[config.mk]
export PLATFORM = sky130hd
export DESIGN_NAME = i2c_write_sequencer_flat
export DESIGN_NICKNAME = d
export VERILOG_FILES = /design/src/rtl/i2c_write_sequencer_pkg.sv /design/src/rtl/i2c_write_sequencer_if.sv /design/src/rtl/i2c_write_sequencer_cmd_fifo.sv /design/src/rtl/i2c_write_sequencer.sv /design/src/flat_wrapper.sv
export SDC_FILE = /design/constraint.sdc
export NUM_CORES = 1
export LEC_CHECK = 0
export BUFFER_PORTS_ARGS = -buffer_cell sky130_fd_sc_hd__buf_2
export CAP_MARGIN = 5
export CELL_PAD_IN_SITES_DETAIL_PLACEMENT = 1
export CELL_PAD_IN_SITES_GLOBAL_PLACEMENT = 2
export CORE_MARGIN = 3
export CORE_UTILIZATION = 39
export CTS_CLUSTER_SIZE = 12
export DETAILED_ROUTE_END_ITERATION = 10
export GPL_ROUTABILITY_DRIVEN = 0
export PLACE_DENSITY = 0.87
export RECOVER_POWER = 25
export SYNTH_ARGS = -nofsm -noshare
export SYNTH_HDL_FRONTEND = slang
export SYNTH_SLANG_ARGS = --single-unit
[constraint.sdc]
create_clock -name clock -period 3.2 [get_ports clock]
set_clock_uncertainty 0.1 [all_clocks]
set_input_delay 0.64 -clock clock [delete_from_list [all_inputs] [get_ports clock]]
set_output_delay 0.64 -clock clock [all_outputs]
set_load 0.005 [all_outputs]
[src/rtl/i2c_write_sequencer_pkg.sv]
// i2c_pkg: shared constants, FSM states and command packing for the I2C write sequencer.
package i2c_pkg;
    localparam logic not_busy = 1'b1;
    localparam logic busy = 1'b0;
    localparam int cmd_w = 24;
    typedef logic [cmd_w-1:0] cmd_t;
    typedef enum logic [2:0] {
        st_idle,
        st_load,
        st_issue,
        st_wait_busy,
        st_wait_done
    } state_t;
    function automatic cmd_t pack_cmd(input logic [7:0] address, input logic [7:0] register, input logic [7:0] data);
        return {address, register, data};
    endfunction
endpackage

[src/rtl/i2c_write_sequencer_if.sv]
// i2c_write_sequencer_if: user command port plus the link to i2c_master_write_byte.
interface i2c_write_sequencer_if #(parameter int FIFO_DEPTH = 4);
    localparam int cw = $clog2(FIFO_DEPTH) + 1;
    logic cmd_push;
    logic [7:0] cmd_address;
    logic [7:0] cmd_register;
    logic [7:0] cmd_data;
    logic cmd_full;
    logic [cw-1:0] cmd_count;
    logic [7:0] slave_address;
    logic [7:0] slave_register;
    logic [7:0] slave_data;
    logic enable_send;
    logic i2c_busy;
    logic [7:0] i2c_status;
    logic status_valid;
    logic [7:0] last_status;
    logic timeout_err;
    logic idle;
    modport slave (
        input cmd_push, cmd_address, cmd_register, cmd_data, i2c_busy, i2c_status,
        output cmd_full, cmd_count, slave_address, slave_register, slave_data,
        output enable_send, status_valid, last_status, timeout_err, idle
    );
    modport master (
        output cmd_push, cmd_address, cmd_register, cmd_data, i2c_busy, i2c_status,
        input cmd_full, cmd_count, slave_address, slave_register, slave_data,
        input enable_send, status_valid, last_status, timeout_err, idle
    );
endinterface

[src/rtl/i2c_write_sequencer_cmd_fifo.sv]
// i2c_cmd_fifo: synchronous command FIFO; pointers carry an extra wrap bit so count reaches DEPTH.
module i2c_cmd_fifo
    import i2c_pkg::*;
#(
    parameter int DEPTH = 4
) (
    input  logic clock,
    input  logic reset,
    input  logic push,
    input  logic pop,
    input  cmd_t wdata,
    output cmd_t rdata,
    output logic full,
    output logic empty,
    output logic [$clog2(DEPTH):0] count
);
    localparam int aw = $clog2(DEPTH);
    cmd_t mem [DEPTH];
    logic [aw:0] wp, rp;
    logic wr;
    assign count = wp - rp;
    assign full = count[aw];
    assign empty = wp == rp;
    // A pop frees the head slot in the same edge, so a full FIFO may still accept
    assign wr = push && (!full || pop);
    assign rdata = mem[rp[aw-1:0]];
    always_ff @(posedge clock or negedge reset) begin
        if (!reset) begin
            wp <= '0;
            rp <= '0;
        end else begin
            if (wr) wp <= wp + 1'b1;
            if (pop && !empty) rp <= rp + 1'b1;
        end
    end
    always_ff @(posedge clock) begin
        if (wr) mem[wp[aw-1:0]] <= wdata;
    end
endmodule

[src/rtl/i2c_write_sequencer.sv]
// i2c_write_sequencer: queues write commands and issues them to the I2C master via a toggle handshake.
module i2c_write_sequencer
    import i2c_pkg::*;
#(
    parameter int FIFO_DEPTH = 4,
    parameter int BUSY_TIMEOUT = 1024
) (
    input logic clock,
    input logic reset,
    i2c_write_sequencer_if.slave bus
);
    localparam int tw = $clog2(BUSY_TIMEOUT + 1);
    state_t state, state_nx;
    logic busy_s1, busy_s2;
    logic [7:0] status_s1, status_s2;
    logic [tw-1:0] cnt;
    cmd_t head;
    logic empty, pop, expired;
    i2c_cmd_fifo #(.DEPTH(FIFO_DEPTH)) fifo (
        .clock(clock),
        .reset(reset),
        .push(bus.cmd_push),
        .pop(pop),
        .wdata(pack_cmd(bus.cmd_address, bus.cmd_register, bus.cmd_data)),
        .rdata(head),
        .full(bus.cmd_full),
        .empty(empty),
        .count(bus.cmd_count)
    );
    assign expired = cnt == tw'(BUSY_TIMEOUT - 1);
    // The head is only released once the transfer finishes or times out
    assign pop = (state == st_wait_done && busy_s2 == not_busy) ||
                 (state == st_wait_busy && busy_s2 != busy && expired);
    assign bus.idle = empty && state == st_idle;
    always_ff @(posedge clock or negedge reset) begin
        if (!reset) begin
            busy_s1 <= not_busy;
            busy_s2 <= not_busy;
            status_s1 <= '0;
            status_s2 <= '0;
            state <= st_idle;
        end else begin
            busy_s1 <= bus.i2c_busy;
            busy_s2 <= busy_s1;
            status_s1 <= bus.i2c_status;
            status_s2 <= status_s1;
            state <= state_nx;
        end
    end
    always_comb begin
        state_nx = state;
        case (state)
            st_idle: state_nx = (!empty && busy_s2 == not_busy) ? st_load : st_idle;
            st_load: state_nx = st_issue;
            st_issue: state_nx = st_wait_busy;
            st_wait_busy: state_nx = (busy_s2 == busy) ? st_wait_done : (expired ? st_idle : st_wait_busy);
            st_wait_done: state_nx = (busy_s2 == not_busy) ? st_idle : st_wait_done;
            default: state_nx = st_idle;
        endcase
    end
    always_ff @(posedge clock or negedge reset) begin
        if (!reset) begin
            bus.slave_address <= '0;
            bus.slave_register <= '0;
            bus.slave_data <= '0;
            bus.enable_send <= 1'b0;
            bus.status_valid <= 1'b0;
            bus.last_status <= '0;
            bus.timeout_err <= 1'b0;
            cnt <= '0;
        end else begin
            bus.status_valid <= 1'b0;
            if (state == st_load) {bus.slave_address, bus.slave_register, bus.slave_data} <= head;
            if (state == st_issue) begin
                bus.enable_send <= ~bus.enable_send;
                cnt <= '0;
            end
            if (state == st_wait_busy && busy_s2 != busy) begin
                cnt <= cnt + 1'b1;
                if (expired) bus.timeout_err <= 1'b1;
            end
            if (state == st_wait_done && busy_s2 == not_busy) begin
                bus.last_status <= status_s2;
                bus.status_valid <= 1'b1;
            end
        end
    end
endmodule
[src/flat_wrapper.sv]
// flat-port wrapper written by rule: the top's interface ports become plain ports
module i2c_write_sequencer_flat import i2c_pkg::*;
#(
    parameter int FIFO_DEPTH = 4,
    parameter int BUSY_TIMEOUT = 1024
)
  (clock, reset, bus_cmd_push, bus_cmd_address, bus_cmd_register, bus_cmd_data, bus_i2c_busy, bus_i2c_status, bus_cmd_full, bus_cmd_count, bus_slave_address, bus_slave_register, bus_slave_data, bus_enable_send, bus_status_valid, bus_last_status, bus_timeout_err, bus_idle);
  i2c_write_sequencer_if #(.FIFO_DEPTH(FIFO_DEPTH)) bus_i ();
  input logic clock;
  input logic reset;
  input wire logic [$bits(bus_i.cmd_push)-1:0] bus_cmd_push;
  input wire logic [$bits(bus_i.cmd_address)-1:0] bus_cmd_address;
  input wire logic [$bits(bus_i.cmd_register)-1:0] bus_cmd_register;
  input wire logic [$bits(bus_i.cmd_data)-1:0] bus_cmd_data;
  input wire logic [$bits(bus_i.i2c_busy)-1:0] bus_i2c_busy;
  input wire logic [$bits(bus_i.i2c_status)-1:0] bus_i2c_status;
  output wire logic [$bits(bus_i.cmd_full)-1:0] bus_cmd_full;
  output wire logic [$bits(bus_i.cmd_count)-1:0] bus_cmd_count;
  output wire logic [$bits(bus_i.slave_address)-1:0] bus_slave_address;
  output wire logic [$bits(bus_i.slave_register)-1:0] bus_slave_register;
  output wire logic [$bits(bus_i.slave_data)-1:0] bus_slave_data;
  output wire logic [$bits(bus_i.enable_send)-1:0] bus_enable_send;
  output wire logic [$bits(bus_i.status_valid)-1:0] bus_status_valid;
  output wire logic [$bits(bus_i.last_status)-1:0] bus_last_status;
  output wire logic [$bits(bus_i.timeout_err)-1:0] bus_timeout_err;
  output wire logic [$bits(bus_i.idle)-1:0] bus_idle;
  assign bus_i.cmd_push = bus_cmd_push;
  assign bus_i.cmd_address = bus_cmd_address;
  assign bus_i.cmd_register = bus_cmd_register;
  assign bus_i.cmd_data = bus_cmd_data;
  assign bus_i.i2c_busy = bus_i2c_busy;
  assign bus_i.i2c_status = bus_i2c_status;
  assign bus_cmd_full = bus_i.cmd_full;
  assign bus_cmd_count = bus_i.cmd_count;
  assign bus_slave_address = bus_i.slave_address;
  assign bus_slave_register = bus_i.slave_register;
  assign bus_slave_data = bus_i.slave_data;
  assign bus_enable_send = bus_i.enable_send;
  assign bus_status_valid = bus_i.status_valid;
  assign bus_last_status = bus_i.last_status;
  assign bus_timeout_err = bus_i.timeout_err;
  assign bus_idle = bus_i.idle;
  i2c_write_sequencer #(.FIFO_DEPTH(FIFO_DEPTH), .BUSY_TIMEOUT(BUSY_TIMEOUT)) u_core (.clock(clock), .reset(reset), .bus(bus_i));
endmodule
# After elaboration in Yosys (flattened, before gate mapping)
# Memory sizes are Yosys's and may differ from the RTL's. A register that Yosys moved wholly into a read port is not among the register bits.
# Index checks and enable logic that the tools add are counted.
# W data, S select, Z words.
[op_classes]
addsub = 4
multipliers = 0
div = 0
order_cmp = 0
eq_ne = 6
shift = 0
muxes = 10
bitwise_logic = 1
n_reduce_logical = 15
[op_table]
columns = ["operator", "n"]
rows = [
  ["$mux W11", 2],
  ["$pmux W3 S5", 1],
  ["$add A11 B1 Y11 const B", 1],
  ["$eq A11 B10 Y1 const B", 1],
  ["$logic_and A1 B1 Y1", 7],
  ["$add A3 B1 Y3 const B", 2],
  ["$eq A3 B2 Y1 const B", 2],
  ["$mux W3", 2],
  ["$mux W1", 4],
  ["$eq A3 B1 Y1 const B", 1],
  ["$eq A3 B3 Y1", 1],
  ["$eq A3 B3 Y1 const B", 1],
  ["$logic_not A1 Y1", 3],
  ["$logic_not A3 Y1", 1],
  ["$sub A3 B3 Y3", 1],
  ["$logic_or A1 B1 Y1", 2],
  ["$mux W2", 1],
  ["$reduce_and A2 Y1", 1],
  ["$reduce_bool A2 Y1", 1],
  ["$not A1 Y1", 1],
]
[totals]
ff_bits = 49
latchBits = 0
ram_bits = 96
romBits = 0
inputBits = 36
n_memories = 1
[memory_table]
columns = ["memory", "words", "word_bits", "rd", "rd_ports_with_merged_regs", "write_ports", "line_no", "rtl"]
rows = [
  ["u_core.fifo.mem", 4, 24, 1, 1, 1, "i2c_write_sequencer_cmd_fifo.sv:18", "cmd_t mem [DEPTH];"],
]

# Depth between registers and ports, before layout
[logic_depth]
word_depth = 8
depth_mapped = 7
mapped_depth_nobuf = 7

# By module
# A second synthesis with hierarchy kept.
[hier_totals]
cells_unflattened = 343
area_unflattened_um2 = 6493.7
[by_module_without_submodules]
columns = ["mod", "instances", "cells_per_inst", "area_each_um2", "seq_area_each_um2"]
rows = [
  ["i2c_cmd_fifo", 1, 172, 3933.8, 3032.9],
  ["i2c_write_sequencer", 1, 171, 2560.0, 1679.1],
]

# Worst setup path after synthesis
# No wires, ideal clock.
[synth_timing]
path_kind = "register to register"
startpoint = "register u_core.fifo.wp[0]"
endpoint = "memory u_core.fifo.mem[2][0] in the netlist's numbering (enable)"
arrival_ns = 2.575
setup_slack_ns = 0.120
stages_incl_launch_ff = 8
n_path_buf = 0
cell_sequence = "dfrtp_1 > inv_1 > ha_1 > fa_1 > xor3_1 > nand2b_1 > o21ai_2 > nor2_1"
[synth_between]
elab_chain_cells = 6
[synth_lines]
columns = ["element", "line_no", "rtl"]
rows = [
  ["from (decl)", "i2c_write_sequencer_cmd_fifo.sv:19", "logic [aw:0] wp, rp;"],
  ["from (signal assigned)", "i2c_write_sequencer_cmd_fifo.sv:32", "if (wr) wp <= wp + 1'b1;"],
  ["$sub A3 B3 Y3", "i2c_write_sequencer_cmd_fifo.sv:21", "assign count = wp - rp;"],
  ["named net bus_cmd_full", "flat_wrapper.sv:17", "output wire logic [$bits(bus_i.cmd_full)-1:0] bus_cmd_full;"],
  ["$logic_not A1 Y1", "i2c_write_sequencer_cmd_fifo.sv:25", "assign wr = push && (!full || pop);"],
  ["$logic_or A1 B1 Y1", "i2c_write_sequencer_cmd_fifo.sv:25", ""],
  ["$logic_and A1 B1 Y1", "i2c_write_sequencer_cmd_fifo.sv:25", ""],
  ["$mux W1", "i2c_write_sequencer_cmd_fifo.sv:37", "if (wr) mem[wp[aw-1:0]] <= wdata;"],
  ["$mux W1 (not written as such)", "i2c_write_sequencer_cmd_fifo.sv:37", ""],
  ["to (decl)", "i2c_write_sequencer_cmd_fifo.sv:18", ""],
]
# The timed path passes the listed nets, and every way through them passes these cells.

# Final worst setup path
[layout_timing]
startpoint = "register u_core.fifo.wp[0]"
endpoint = "memory u_core.fifo.mem[0][5] in the netlist's numbering (enable)"
[layout_between]
elab_chain_cells = 6
[layout_lines]
columns = ["element", "line_no"]
rows = [
  ["$sub A3 B3 Y3", "i2c_write_sequencer_cmd_fifo.sv:21"],
  ["$logic_not A1 Y1", "i2c_write_sequencer_cmd_fifo.sv:25"],
  ["$logic_or A1 B1 Y1", "i2c_write_sequencer_cmd_fifo.sv:25"],
  ["$logic_and A1 B1 Y1", "i2c_write_sequencer_cmd_fifo.sv:25"],
  ["$mux W1", "i2c_write_sequencer_cmd_fifo.sv:37"],
  ["$mux W1 (not written as such)", "i2c_write_sequencer_cmd_fifo.sv:37"],
]
# Several ways; a longest one is shown, not always the timed one.

==> metrics.md <==
| Metric | Value |
|---|---|
| Status | `finished clean` |
| Compound-Gate Fraction of Synth Area | `0.0216` |
| Worst R2R Path Depth | `8` |
| Die area | `17900 um^2` |
| Warnings from Yosys | `0` |
| Global-route wire length before repair | `21600 um` |
| Top post-synthesis cells by area | `edfxtp_1 45%, dfrtp_1 28%, mux4_2 8.5%, mux2_2 5.6%, ha_1 1.6%` |
| RSZ-0062 raised after global routing | `false` |
| Worst-margin pin slew | `0.953 ns` |
| Power share of the clock group | `0.288` |
| Largest family of logic cells by synthesized area | `multiplexers` |
| Post-synth cell types | `47` |
| Largest net degree at the start of global routing | `74` |
| Area grow syn2layout | `19.5%` |
| Final hold slack | `0.222 ns` |
| Commonest cells post-synth | `96 x edfxtp_1, 71 x dfrtp_1, 32 x mux2_2` |
| Die Y-Extent | `134 um` |
| Pleak | `2.93 nW` |
| Crit-path max FO | `16` |
| P per Cell Area | `915 nW/um^2` |
| Core box area | `15900 um^2` |
| GRT overflow | `0` |
| CP max stage delay | `0.47 ns` |
| Hold path depth | `1` |
| Crit share post-route | `0.904` |
| Synthesis-stage register bit count | `169` |
| Mapped Cells | `339` |
| F_max | `0.346 GHz` |
| Cell taking the most area after synthesis | `edfxtp_1` |
| Seq pwr share | `0.444` |
| Layout Cells excl Fill | `659` |
| Synthesized area | `6380 um^2` |
| CTS tree | `done` |
| Worst r2r src | `u_core.fifo.wp[0]$_DFFE_PN0P_` |
| EDFF count, synth | `96` |
| Postcts setup bufs | `0` |
| Crit path launch | `u_core.fifo.wp[0]$_DFFE_PN0P_` |
| Synth Area in Adders | `0.0188` |
| Design Power | `6.98 mW` |
| Top Ports | `76` |
| Cells along the critical path | `inv_1, ha_1, fa_1, xor3_1, nand2b_1, o21ai_2, nor2_4, buf_4` |
| Tmin final | `2.89 ns` |
| DR iter-0 viols | `244` |
| Maxcap violations | `0` |
| CTS max path bufs | `2` |
| Register area share after synthesis | `0.738` |
| Total negative slack | `0 ns` |
| DRC | `0` |
| Share of layout cells above drive strength 1 | `0.375` |
| Endpoints failing setup | `0` |
| Mux share of post-synthesis cell area | `0.150` |
| Placed cells | `627` |
| Slew Viols, Final | `0` |
| Worst hold path class | `in -> reg` |
| Switching share of total power | `0.284` |
| Skew-Pair Late Insertion Delay | `0.42 ns` |
| Total GRT Usage | `0.160` |
| Final Routed Wirelength | `13300 um` |
| Hpwl dp | `8850 um` |
| Initial Util | `0.400` |
| CTS sink count | `169` |
| Wire per inst | `20.2 um` |
| Port buffer count | `75` |
| Net load switching power | `1.98 mW` |
| Pint | `5.00 mW` |
| CP Data Required Time | `3.22 ns` |
| Combinational Power Share | `0.268` |
| Syn nets | `384` |
| Synth top area share | `0.451` |
| Post-Synth XOR/XNOR Area | `0.0120` |
| Type of the worst setup path | `reg -> reg` |
| Vias in the first global route | `3761` |
| Rel. slew slack | `0.365` |
| Commonest register cell after synthesis | `edfxtp_1` |
| Crit end category | `flip-flop` |
| Min-delay src | `bus_i2c_busy` |
| Vias per inst | `5.02` |
| Most common cell in the synthesized netlist | `edfxtp_1` |
| Synth Area per Inst | `18.8 um^2` |
| Critical-path top delay cell | `nor2_4` |
| Worst setup SP type | `flip-flop` |
| Diode count | `0` |
| Post-Synth Simple-Gate Area | `0.0441` |
| Async SR Flop Fraction | `0.432` |
| Num CTS Buffers | `17` |
| Final Hold Vio Count | `0` |
| Router iterations before antenna repair | `4` |
| Rows | `46` |
| Peak VDD IR | `0.543 mV` |
| DIE WIDTH | `134 um` |
| Clock Root Buffer | `clkbuf_16` |
| Total number of vias | `3309` |
| H-tree levels | `4` |
| Hold-fix buffers, CTS | `0` |
| CP arrival | `2.92 ns` |
| Antenna Nets Post-Route | `0` |
| Initial antenna violation count | `0` |
| Final nets | `475` |
| Clock slew at reported path FFs | `0.06 ns` |
-- cell usage in the layout (no fill, tap or decap), types with 2 or more instances in the layout --
cell type	count
dfstp_2	2
nand3b_1	2
nand3_1	8
edfxtp_1	96
a21oi_1	3
clkinv_2	3
ha_1	8
nand2_1	11
a31oi_1	2
o21ai_0	6
clkbuf_8	3
mux2_2	32
nor2_4	3
bufinv_16	2
dfrtp_1	70
clkbuf_1	26
or2_2	2
mux2i_1	3
buf_2	53
xnor2_1	5
mux4_2	24
inv_1	9
buf_4	12
clkbuf_16	17
a31o_2	2
nor3_1	3
nor2_1	8
-- cells by family (layout without fill, tap and decap cells) --
| kind of cell | count (synthesis) | after routing |
|---|---|---|
| flops | 169 | 169 |
| mux | 61 | 61 |
| compound gates | 21 | 21 |
| buf+inv | 23 | 127 |
| xor+xnor | 7 | 7 |
| simple gates | 49 | 49 |
| fa+ha+maj | 9 | 9 |
-- what timing repair did --
item / 4_1_cts / 5_1_grt
endpoints found under the setup margin: 18 / 11
resized for setup: 2 / 1
gates cloned: 0 / 0
-- critical path: cells and delay by family, from the launching register on --
kind	cells	cell delay, ns
flops	1	0.42
fa+ha+maj	2	0.65
buf+inv	2	0.41
xor+xnor	1	0.24
compound gates	1	0.17
simple gates	2	0.60
-- state kept, by name, indices dropped and copies added (netlist names), 8 cells and up --
| signal | count |
|---|---|
| u_core.fifo.mem | 96 |
| u_core.cnt | 11 |
| u_core.bus.last_status | 8 |
| u_core.bus.slave_address | 8 |
| u_core.bus.slave_data | 8 |
| u_core.bus.slave_register | 8 |
| u_core.status_s1 | 8 |
| u_core.status_s2 | 8 |
-- metrics by stage --
stage           util  setup slack [ns]  cell area [um^2]
6_report       0.479             0.306              7630
5_1_grt        0.479            0.0620              7630
4_1_cts        0.480          0.000759              7650
3_5_place_dp   0.443           -0.0163              7070
3_3_place_gp   0.443             0.203              7070
2_1_floorplan      -             0.120              6380
-- cell type report --
| type | instances | area (um^2) |
|---|---|---|
| clock buffer | 25 | 485 |
| fill | 1557 | 8310 |
| sequential | 169 | 4710 |
| multi-input combinational | 147 | 1600 |
| inverter | 9 | 33.8 |
| tap | 216 | 270 |
| timing repair buffer | 86 | 434 |
| clock inverter | 7 | 91.3 |
-- final timing paths --
| path | endpoint | slack (ns) |
|---|---|---|
| max | u_core.fifo.mem[0][5]$_DFFE_PP_ | 0.31 |
| min | u_core.busy_s1$_DFF_PN1_ | 0.22 |
| max reg2reg | u_core.fifo.mem[0][5]$_DFFE_PP_ | 0.31 |
| min reg2reg | u_core.status_s2[1]$_DFF_PN0_ | 0.25 |
| max in group asynchronous | u_core.fifo.rp[0]$_DFFE_PN0P_ | 2.08 |
| min in group asynchronous | u_core.cnt[7]$_DFFE_PN0P_ | 0.26 |
-- layer usage --
layer,share of wire,global-route usage,vias up
li1,-,-,1468
met1,0.42,0.196,1755
met2,0.52,0.272,71
met3,0.046,0.0525,15
met4,0.015,0.0503,0
met5,0,0,-
-- power by group through the flow --
stage,clock [mW],combinational (mW),sequential [mW]
3_3_place_gp,0,1.81,3.11
6_report,2.01,1.87,3.10
2_1_floorplan,0,1.18,3.10
5_1_grt,2.17,2.08,3.16
4_1_cts,2.07,1.92,3.11
3_5_place_dp,0,1.89,3.15
Power figures use the tool's default switching activity.
